`src/rtl/pu_issue_arbiter.sv`:
```
// Round-robin issue arbiter in front of a shared fixed-latency processing unit.
// It grants one requester per cycle, forwards that requester's operands, and tags each returning result with its owner.
module pu_issue_arbiter #(
    parameter int XLEN   = 5,
    parameter int NREQ   = 4,
    parameter int PU_LAT = 2
) (
    input  logic                      clk,
    input  logic                      rst,
    input  logic [NREQ-1:0]           req,
    input  logic [NREQ*4*XLEN-1:0]    op_bus,
    input  logic                      issue_en,
    output logic [NREQ-1:0]           gnt,
    output logic [XLEN-1:0]           pu_num1,
    output logic [XLEN-1:0]           pu_num2,
    output logic [XLEN-1:0]           pu_num3,
    output logic [XLEN-1:0]           pu_num4,
    input  logic [XLEN-1:0]           pu_result,
    output logic                      res_valid,
    output logic [$clog2(NREQ)-1:0]   res_id,
    output logic [XLEN-1:0]           res_data,
    output logic                      busy
);
    localparam int IDW = $clog2(NREQ);

    // Handshake: a requester holds req and its operands until gnt is seen.
    // gnt high means the operation is taken at this cycle's rising edge.
    logic [IDW-1:0]    rr_ptr_q, rr_ptr_d;
    logic [PU_LAT-1:0] vld_q, vld_d;
    logic [IDW-1:0]    id_q [PU_LAT];
    logic [IDW-1:0]    id_d [PU_LAT];

    logic              gnt_any;
    logic [IDW-1:0]    gnt_idx;
    int                idx;
    logic [XLEN-1:0]   nums [4];

    always_comb begin
        gnt_any = 1'b0;
        gnt_idx = '0;
        idx     = 0;
        // Reset also gates the grant so nothing issues while the pipeline is cleared.
        if (issue_en && !rst) begin
            for (int k = 0; k < NREQ; k++) begin
                idx = (int'(rr_ptr_q) + k) % NREQ;
                if (!gnt_any && req[idx]) begin
                    gnt_any = 1'b1;
                    gnt_idx = IDW'(idx);
                end
            end
        end
    end

    always_comb begin
        gnt = '0;
        for (int k = 0; k < 4; k++) begin
            nums[k] = '0;
        end
        if (gnt_any) begin
            gnt = NREQ'(1) << gnt_idx;
            for (int k = 0; k < 4; k++) begin
                nums[k] = op_bus[(4 * int'(gnt_idx) + k) * XLEN +: XLEN];
            end
        end
    end

    assign pu_num1 = nums[0];
    assign pu_num2 = nums[1];
    assign pu_num3 = nums[2];
    assign pu_num4 = nums[3];

    always_comb begin
        rr_ptr_d = rr_ptr_q;
        if (gnt_any) begin
            rr_ptr_d = (int'(gnt_idx) == NREQ - 1) ? '0 : gnt_idx + IDW'(1);
        end
        vld_d    = '0;
        vld_d[0] = gnt_any;
        id_d[0]  = gnt_any ? gnt_idx : '0;
        for (int s = 1; s < PU_LAT; s++) begin
            vld_d[s] = vld_q[s-1];
            id_d[s]  = id_q[s-1];
        end
    end

    always_ff @(posedge clk or posedge rst) begin
        if (rst) begin
            rr_ptr_q <= '0;
            vld_q    <= '0;
            for (int s = 0; s < PU_LAT; s++) begin
                id_q[s] <= '0;
            end
        end else begin
            rr_ptr_q <= rr_ptr_d;
            vld_q    <= vld_d;
            for (int s = 0; s < PU_LAT; s++) begin
                id_q[s] <= id_d[s];
            end
        end
    end

    assign res_valid = vld_q[PU_LAT-1];
    assign res_id    = id_q[PU_LAT-1];
    assign res_data  = res_valid ? pu_result : '0;
    assign busy      = |vld_q;
endmodule

```
`config.mk`:
```
export PLATFORM = sky130hd
export DESIGN_NAME = pu_issue_arbiter
export DESIGN_NICKNAME = d
export VERILOG_FILES = /design/src/rtl/pu_issue_arbiter.sv
export SDC_FILE = /design/constraint.sdc
export NUM_CORES = 1
export LEC_CHECK = 0
export ABC_CLOCK_PERIOD_IN_PS = 2500
export CELL_PAD_IN_SITES_DETAIL_PLACEMENT = 0
export CELL_PAD_IN_SITES_GLOBAL_PLACEMENT = 1
export CORE_ASPECT_RATIO = 0.75
export CORE_MARGIN = 4
export CORE_UTILIZATION = 20
export DETAILED_ROUTE_END_ITERATION = 6
export PLACE_DENSITY = 0.85
export SLEW_MARGIN = 15
export SYNTH_ARGS = -nofsm -noshare
export SYNTH_HDL_FRONTEND = slang
export SYNTH_SLANG_ARGS = --single-unit
```
`constraint.sdc`:
```
create_clock -name clk -period 2.5 [get_ports clk]
set_clock_uncertainty 0.1 [all_clocks]
set_input_delay 0.5 -clock clk [delete_from_list [all_inputs] [get_ports clk]]
set_output_delay 0.5 -clock clk [all_outputs]
set_load 0.1 [all_outputs]
```
# [Yosys cells after proc, flatten, opt, wreduce, memory -nomap -nowiden]
# Cells that the tools add are included.
[classes] add_sub_neg=7 mul=4 order_cmp=4 eq_ne=1 n_shift=5 n_mux=29 bitwise=3 n_reduce_logical=12
[op_table] cell="$shiftx 80x9->5" count=3
[op_table] cell="$shiftx 80x8->5" count=1
[op_table] cell="$mul 5x3->8 const B" count=3
[op_table] cell="$mux 20" count=1
[op_table] cell="$mux 1" count=15
[op_table] cell="$mux 2" count=7
[op_table] cell="$lt 3x4->1 const B" count=3
[op_table] cell="$add 4x2->5 const B" count=2
[op_table] cell="$bmux 1 s2" count=4
[op_table] cell="$reduce_or 2->1" count=4
[op_table] cell="$add 4x1->5 const B" count=1
[op_table] cell="$mul 2x3->5 const B" count=1
[op_table] cell="$mux 5" count=1
[op_table] cell="$add 2x1->2 const B" count=2
[op_table] cell="$add 2x2->2 const B" count=2
[op_table] cell="$logic_and 1x1->1" count=4
[op_table] cell="$logic_not 1->1" count=4
[op_table] cell="$mux 4" count=1
[op_table] cell="$shl 1x2->4 const A" count=1
[op_table] cell="$and 1x1->1 const A" count=3
[op_table] cell="$lt 2x3->1 const B" count=1
[op_table] cell="$eq 2x1->1 const B" count=1
[totals] register_bits=8 out_inout_bits=33 word_cells=69

# [Logic depth before layout (Yosys ltp)]
# Gate-level depths: netlist of run 1.
[depth] depth_word=21 depth_mapped=9

# [Worst setup path after synthesis of run 1]
# OpenSTA, ideal clock, no wires.
[synth_path] path_type="input -> output" from="in req[3]" to="out pu_num1[4]" arrival_time_ns=3.605 path_slack_ns=-1.705 cell_stages=6 n_path_buf=1 cell_sequence="or2b_1 a21oi_2 nor3_2 buf_6 mux2i_1 a211oi_1"
[synth_between] elab_chain_len=19 word_cells_on_any_way=33 classes_between="mul (1); shift (1); mux (25); reduce/logical (6)"
[synth_lines] element="start, declared" line_no="10" source="input logic [NREQ-1:0] req,"
[synth_lines] element="$bmux 1 s2" line_no="46" source="if (!gnt_any && req[idx]) begin"
[synth_lines] element="$mux 1 (not written as such)" line_no="46"
[synth_lines] element="$mux 1" line_no="46"
[synth_lines] element="$mux 1" line_no="43" source="if (issue_en && !rst) begin"
[synth_lines] element="$logic_not 1->1" line_no="46"
[synth_lines] element="$logic_and 1x1->1" line_no="46"
[synth_lines] element="$mux 1" line_no="46"
[synth_lines] element="$mux 1" line_no="43"
[synth_lines] element="[3 not listed]"
[synth_lines] element="$mux 1" line_no="43"
[synth_lines] element="$logic_not 1->1" line_no="46"
[synth_lines] element="$logic_and 1x1->1" line_no="46"
[synth_lines] element="$mux 2" line_no="46"
[synth_lines] element="$mux 2" line_no="43"
[synth_lines] element="$mul 2x3->5" line_no="62" source="nums[k] = op_bus[(4 * int'(gnt_idx) + k) * XLEN +: XLEN];"
[synth_lines] element="$shiftx 80x8->5" line_no="62"
[synth_lines] element="$mux 20 (*)" line_no="59" source="if (gnt_any) begin"
[synth_lines] element="end, declared" line_no="14" source="output logic [XLEN-1:0] pu_num1,"
# Every way passes the cells marked *; elsewhere a longest branch is shown, timed or not. The select of a mux whose other input is x is not followed.

# [Worst setup path after layout of run 1]
[layout_path] from="reg rr_ptr_q[1]" to="out pu_num1[1]"
[layout_between] elab_chain_len=19 word_cells_on_any_way=36 classes_between="add/sub (3); mul (1); shift (1); mux (25); reduce/logical (6)"
[layout_lines] element="start, declared" line_no="28" source="logic [IDW-1:0] rr_ptr_q, rr_ptr_d;"
[layout_lines] element="start signal, assigned" line_no="94" source="rr_ptr_q <= rr_ptr_d;"
[layout_lines] element="parallel branches: the longest is 18 deep, another holds $add 2x1->2"
[layout_lines] element="$mux 20 (*)" line_no="59"
# Mark *: on every way between the ends. The select of a mux whose other input is x is not followed.

==> results_dict.tcl, run 1 <==
set metrics [dict create \
    route.detailed.vias_per_inst 4.53 \
    power.switching_uw 760 \
    critical_path_peak_fanout 7 \
    first_pass_grt_wire_length_um 10800 \
    drv_slew 0 \
    fp-row-count 26 \
    cpPeakStageDelay_ns 0.35 \
    synth.yosys.seq_area_share_pct 14.0 \
    holdCritPathClass "in2async" \
    ys_seq_elements 8 \
    weighted_congestion_at_the_end_of_routability_driven_global_placement 0.856 \
    post-dp-hpwl_um 4950 \
    crit_buf_inv 4 \
    pnr_worst_setup_slack_ns -0.340 \
    grt_pass1_vias 2074 \
    synth.cell_area_um2 1430 \
    diodes 0 \
    floorplan.die_area_um2 8560 \
    least_margin_pin_slew_ns 0.370 \
    post_route_cells_drive_above_1_share_pct 61.5 \
    p_int_uw 902 \
    gr-total-overflow 0 \
    final_period_minus_worst_setup_slack_ns 2.84 \
    clock_power_share_pct 9.1 \
    cts.sinks 8 \
    synth_top_area_share_pct 17.9 \
    synth_area_leaders "sky130_fd_sc_hd__a221oi_2 18%, sky130_fd_sc_hd__a211oi_2 15%, sky130_fd_sc_hd__mux2i_1 15%" \
    fillerInstances 503 \
    cp_slowest_cell "sky130_fd_sc_hd__dfrtp_1" \
    detailedPlace.worstSlack_ns -0.773 \
    top_level_ports 125 \
    synth_flop_cell "sky130_fd_sc_hd__dfrtp_1" \
    drt_drc_violations_left 0 \
    violations "setup timing" \
    required_ns 1.90 \
    wl_um 7030 \
    globalRouteTotalUtil_pct 16.1 \
    synth_top_cell_by_area "sky130_fd_sc_hd__a221oi_2" \
    core-area_um2 6860 \
    ctsLongestPathBuffers 2 \
    worst_skew_pair.late_latency_ns 0.23 \
    worst_path_dominant_cell_family "buffers and inverters" \
    total_power_mw 1.66 \
    fp.dieH_um 81.1 \
    route.detailed.wl_per_inst_um 17.5 \
    timing.critical_path.arrival_ns 2.24 \
    endpoint_kind "output port" \
    detailroute.via_count 1821 \
    sw_frac_of_total_pct 45.7 \
    period_utilization_pct 114 \
    cellPowerDensity_nw_per_um2 381 \
    async_reset_ff_share_pct 100 \
    power.static_leakage_nw 1.59 \
    stdcell_area_um2 4360 \
    seqPwrFrac_pct 9.0 \
    root_buffer_master "sky130_fd_sc_hd__clkbuf_8" \
    ys_types 35 \
    routed_antenna_nets 0 \
    rsz0062_at_grt "true" \
    dpl-instance-area_um2 3440 \
    setup.worst_path.class "reg2out" \
    worstPathCellList "buf_6, mux2i_4, nor2_4, buf_6, nor3_4, buf_8, mux2i_4, a211oi_4, buf_12" \
    finalSetupTns_ns -6.84 \
    grt_start_max_net_pins 20 \
    status "finished, violations left" \
    cts_made_buffers 3 \
    yosysWarningCount 0 \
    floorplan.die.width_um 106 \
    postSynthNetCount 225 \
    vdd.ir_drop.worst_mv 0.149 \
    cts_tree "built" \
    initial_utilization_pct 20.8 \
    syn_avg_cell_area_um2 11.1 \
    drt_first_iter_violations 29 \
    clkSlewWorstSetupHoldPaths_ns 0.04 \
    htreeDepth 1 \
    areaGrowthSynthToFinish_pct 206 \
    setup_viol 24 \
    r2r_cells 11 \
    finish.net_count 402 \
    combinationalPowerShare_pct 81.9 \
    syn_inst 129 \
    io_buffer_count 124 \
    dr.pass1.iters 4 \
    fmax_ghz 0.352 \
    grt_antenna_before_repair 0 \
    start_kind "flop" \
    drv_cap 0 \
    timing.slew.headroom_pct 75.2 \
    critical_path_cell_count 9 \
    final-hold-violation-count 0 \
    synth_enable_flop_cells 0 \
]
-- synth_stat cells (3+ instances only) --
cell / instances
sky130_fd_sc_hd__nor2_1: 3
sky130_fd_sc_hd__and2_1: 9
sky130_fd_sc_hd__a211oi_1: 3
sky130_fd_sc_hd__dfrtp_1: 8
sky130_fd_sc_hd__a211oi_2: 17
sky130_fd_sc_hd__buf_6: 8
sky130_fd_sc_hd__a221oi_1: 3
sky130_fd_sc_hd__mux2i_1: 21
sky130_fd_sc_hd__a221oi_2: 17
sky130_fd_sc_hd__ha_1: 4
sky130_fd_sc_hd__inv_1: 5
sky130_fd_sc_hd__nand2_1: 4
-- layout by cell type (no fill, tap or decap), types with 4 or more instances in the layout --
cell | netlist | final
sky130_fd_sc_hd__buf_4 | 1 | 33
sky130_fd_sc_hd__a221oi_4 | 0 | 17
sky130_fd_sc_hd__mux2i_4 | 0 | 10
sky130_fd_sc_hd__dfrtp_1 | 8 | 8
sky130_fd_sc_hd__buf_12 | 0 | 39
sky130_fd_sc_hd__mux2i_2 | 0 | 11
sky130_fd_sc_hd__nand2_1 | 4 | 4
sky130_fd_sc_hd__and2_1 | 9 | 5
sky130_fd_sc_hd__and2_4 | 0 | 4
sky130_fd_sc_hd__buf_8 | 0 | 7
sky130_fd_sc_hd__clkdlybuf4s50_1 | 0 | 85
sky130_fd_sc_hd__buf_6 | 8 | 17
sky130_fd_sc_hd__a211oi_4 | 0 | 20
-- state kept, by name (all words and copies together) (netlist names) --
| name | cells |
|---|---|
| res_id | 2 |
| id_d | 2 |
| rr_ptr_q | 2 |
| vld_q | 2 |
-- worst paths after layout --
kind                                            to  slack [ns]                    start
hold reg to reg                res_id[1]$_DFF_PP0_        0.25        id_d[1]$_DFF_PP0_
setup reg to reg           rr_ptr_q[1]$_DFFE_PP0P_        0.53  rr_ptr_q[1]$_DFFE_PP0P_
max in group asynchronous      res_id[0]$_DFF_PP0_        1.85                      rst
min in group clk               res_id[1]$_DFF_PP0_        0.25        id_d[1]$_DFF_PP0_
hold / removal             rr_ptr_q[1]$_DFFE_PP0P_        0.23                      rst
setup / recovery                        pu_num1[1]       -0.34  rr_ptr_q[1]$_DFFE_PP0P_
-- tightest hold or removal path, cell delays in order --
cell	delay [ns]
sky130_fd_sc_hd__buf_2	0.10
sky130_fd_sc_hd__buf_4	0.12
sky130_fd_sc_hd__inv_1	0.22
-- area by class of cell --
cell class                      instances  area, um2  share of cell area (%)
Tap cell                               98        123                    2.81
Sequential cell                         8        200                    4.59
Clock buffer                            3       41.3                   0.947
Inverter                                5       23.8                   0.545
Timing Repair Buffer                  185       2240                    51.5
Multi-Input combinational cell        103       1730                    39.6
-- cell families after synthesis --
| group | after synthesis | synth area share (%) |
|---|---|---|
| buffers and inverters | 18 | 11.1 |
| adder cells (fa/ha/maj) | 4 | 3.51 |
| AND/OR/NAND/NOR | 30 | 14.1 |
| multiplexers | 21 | 14.7 |
| AO/OA/AOI/OAI | 48 | 42.5 |
| flip-flops | 8 | 14.0 |
-- per-stage QoR --
stage / utilization (%) / instances / hold WS (ns)
4_1_cts: 61.2 / 403 / 0.228
5_1_grt: 63.5 / 402 / 0.248
3_3_place_gp: 50.2 / 374 / 0.234
2_1_floorplan: - / 129 / 0.216
6_report: 63.5 / 402 / 0.227
3_5_place_dp: 50.2 / 374 / 0.244
-- timing repair --
action | 4_1_cts | 5_1_grt
endpoints found under the hold margin | 0 | 0
pin swaps | 38 | 24
gates cloned | 3 | 0
setup buffers | 23 | 4
endpoints found under the setup margin | 24 | 24
hold buffers | 0 | 0
gates resized for setup | 102 | 42
-- power groups by stage --
stage               registers (mW)  logic (mW)  clock network (mW)
detailed placement           0.153        1.04                   0
global route                 0.151        1.42               0.169
floorplan                    0.176       0.602                   0
CTS                          0.150        1.31               0.159
global placement             0.153        1.03                   0
finish                       0.150        1.36               0.151
-- layer usage --
layer,track usage (%),vias up,wire [um]
met4,5.56,0,210
met3,4.53,15,587
met1,17.6,874,2410
met2,30.2,79,3820
met5,0,-,0
li1,-,853,-
(Power assumes the default switching activity.)
==> run 2: changes to the inputs <==
- SLEW_MARGIN: 15 -> 20
==> results of run 2 <==
Same layout as run 1: the final DEF is identical, and so are final timing and power.
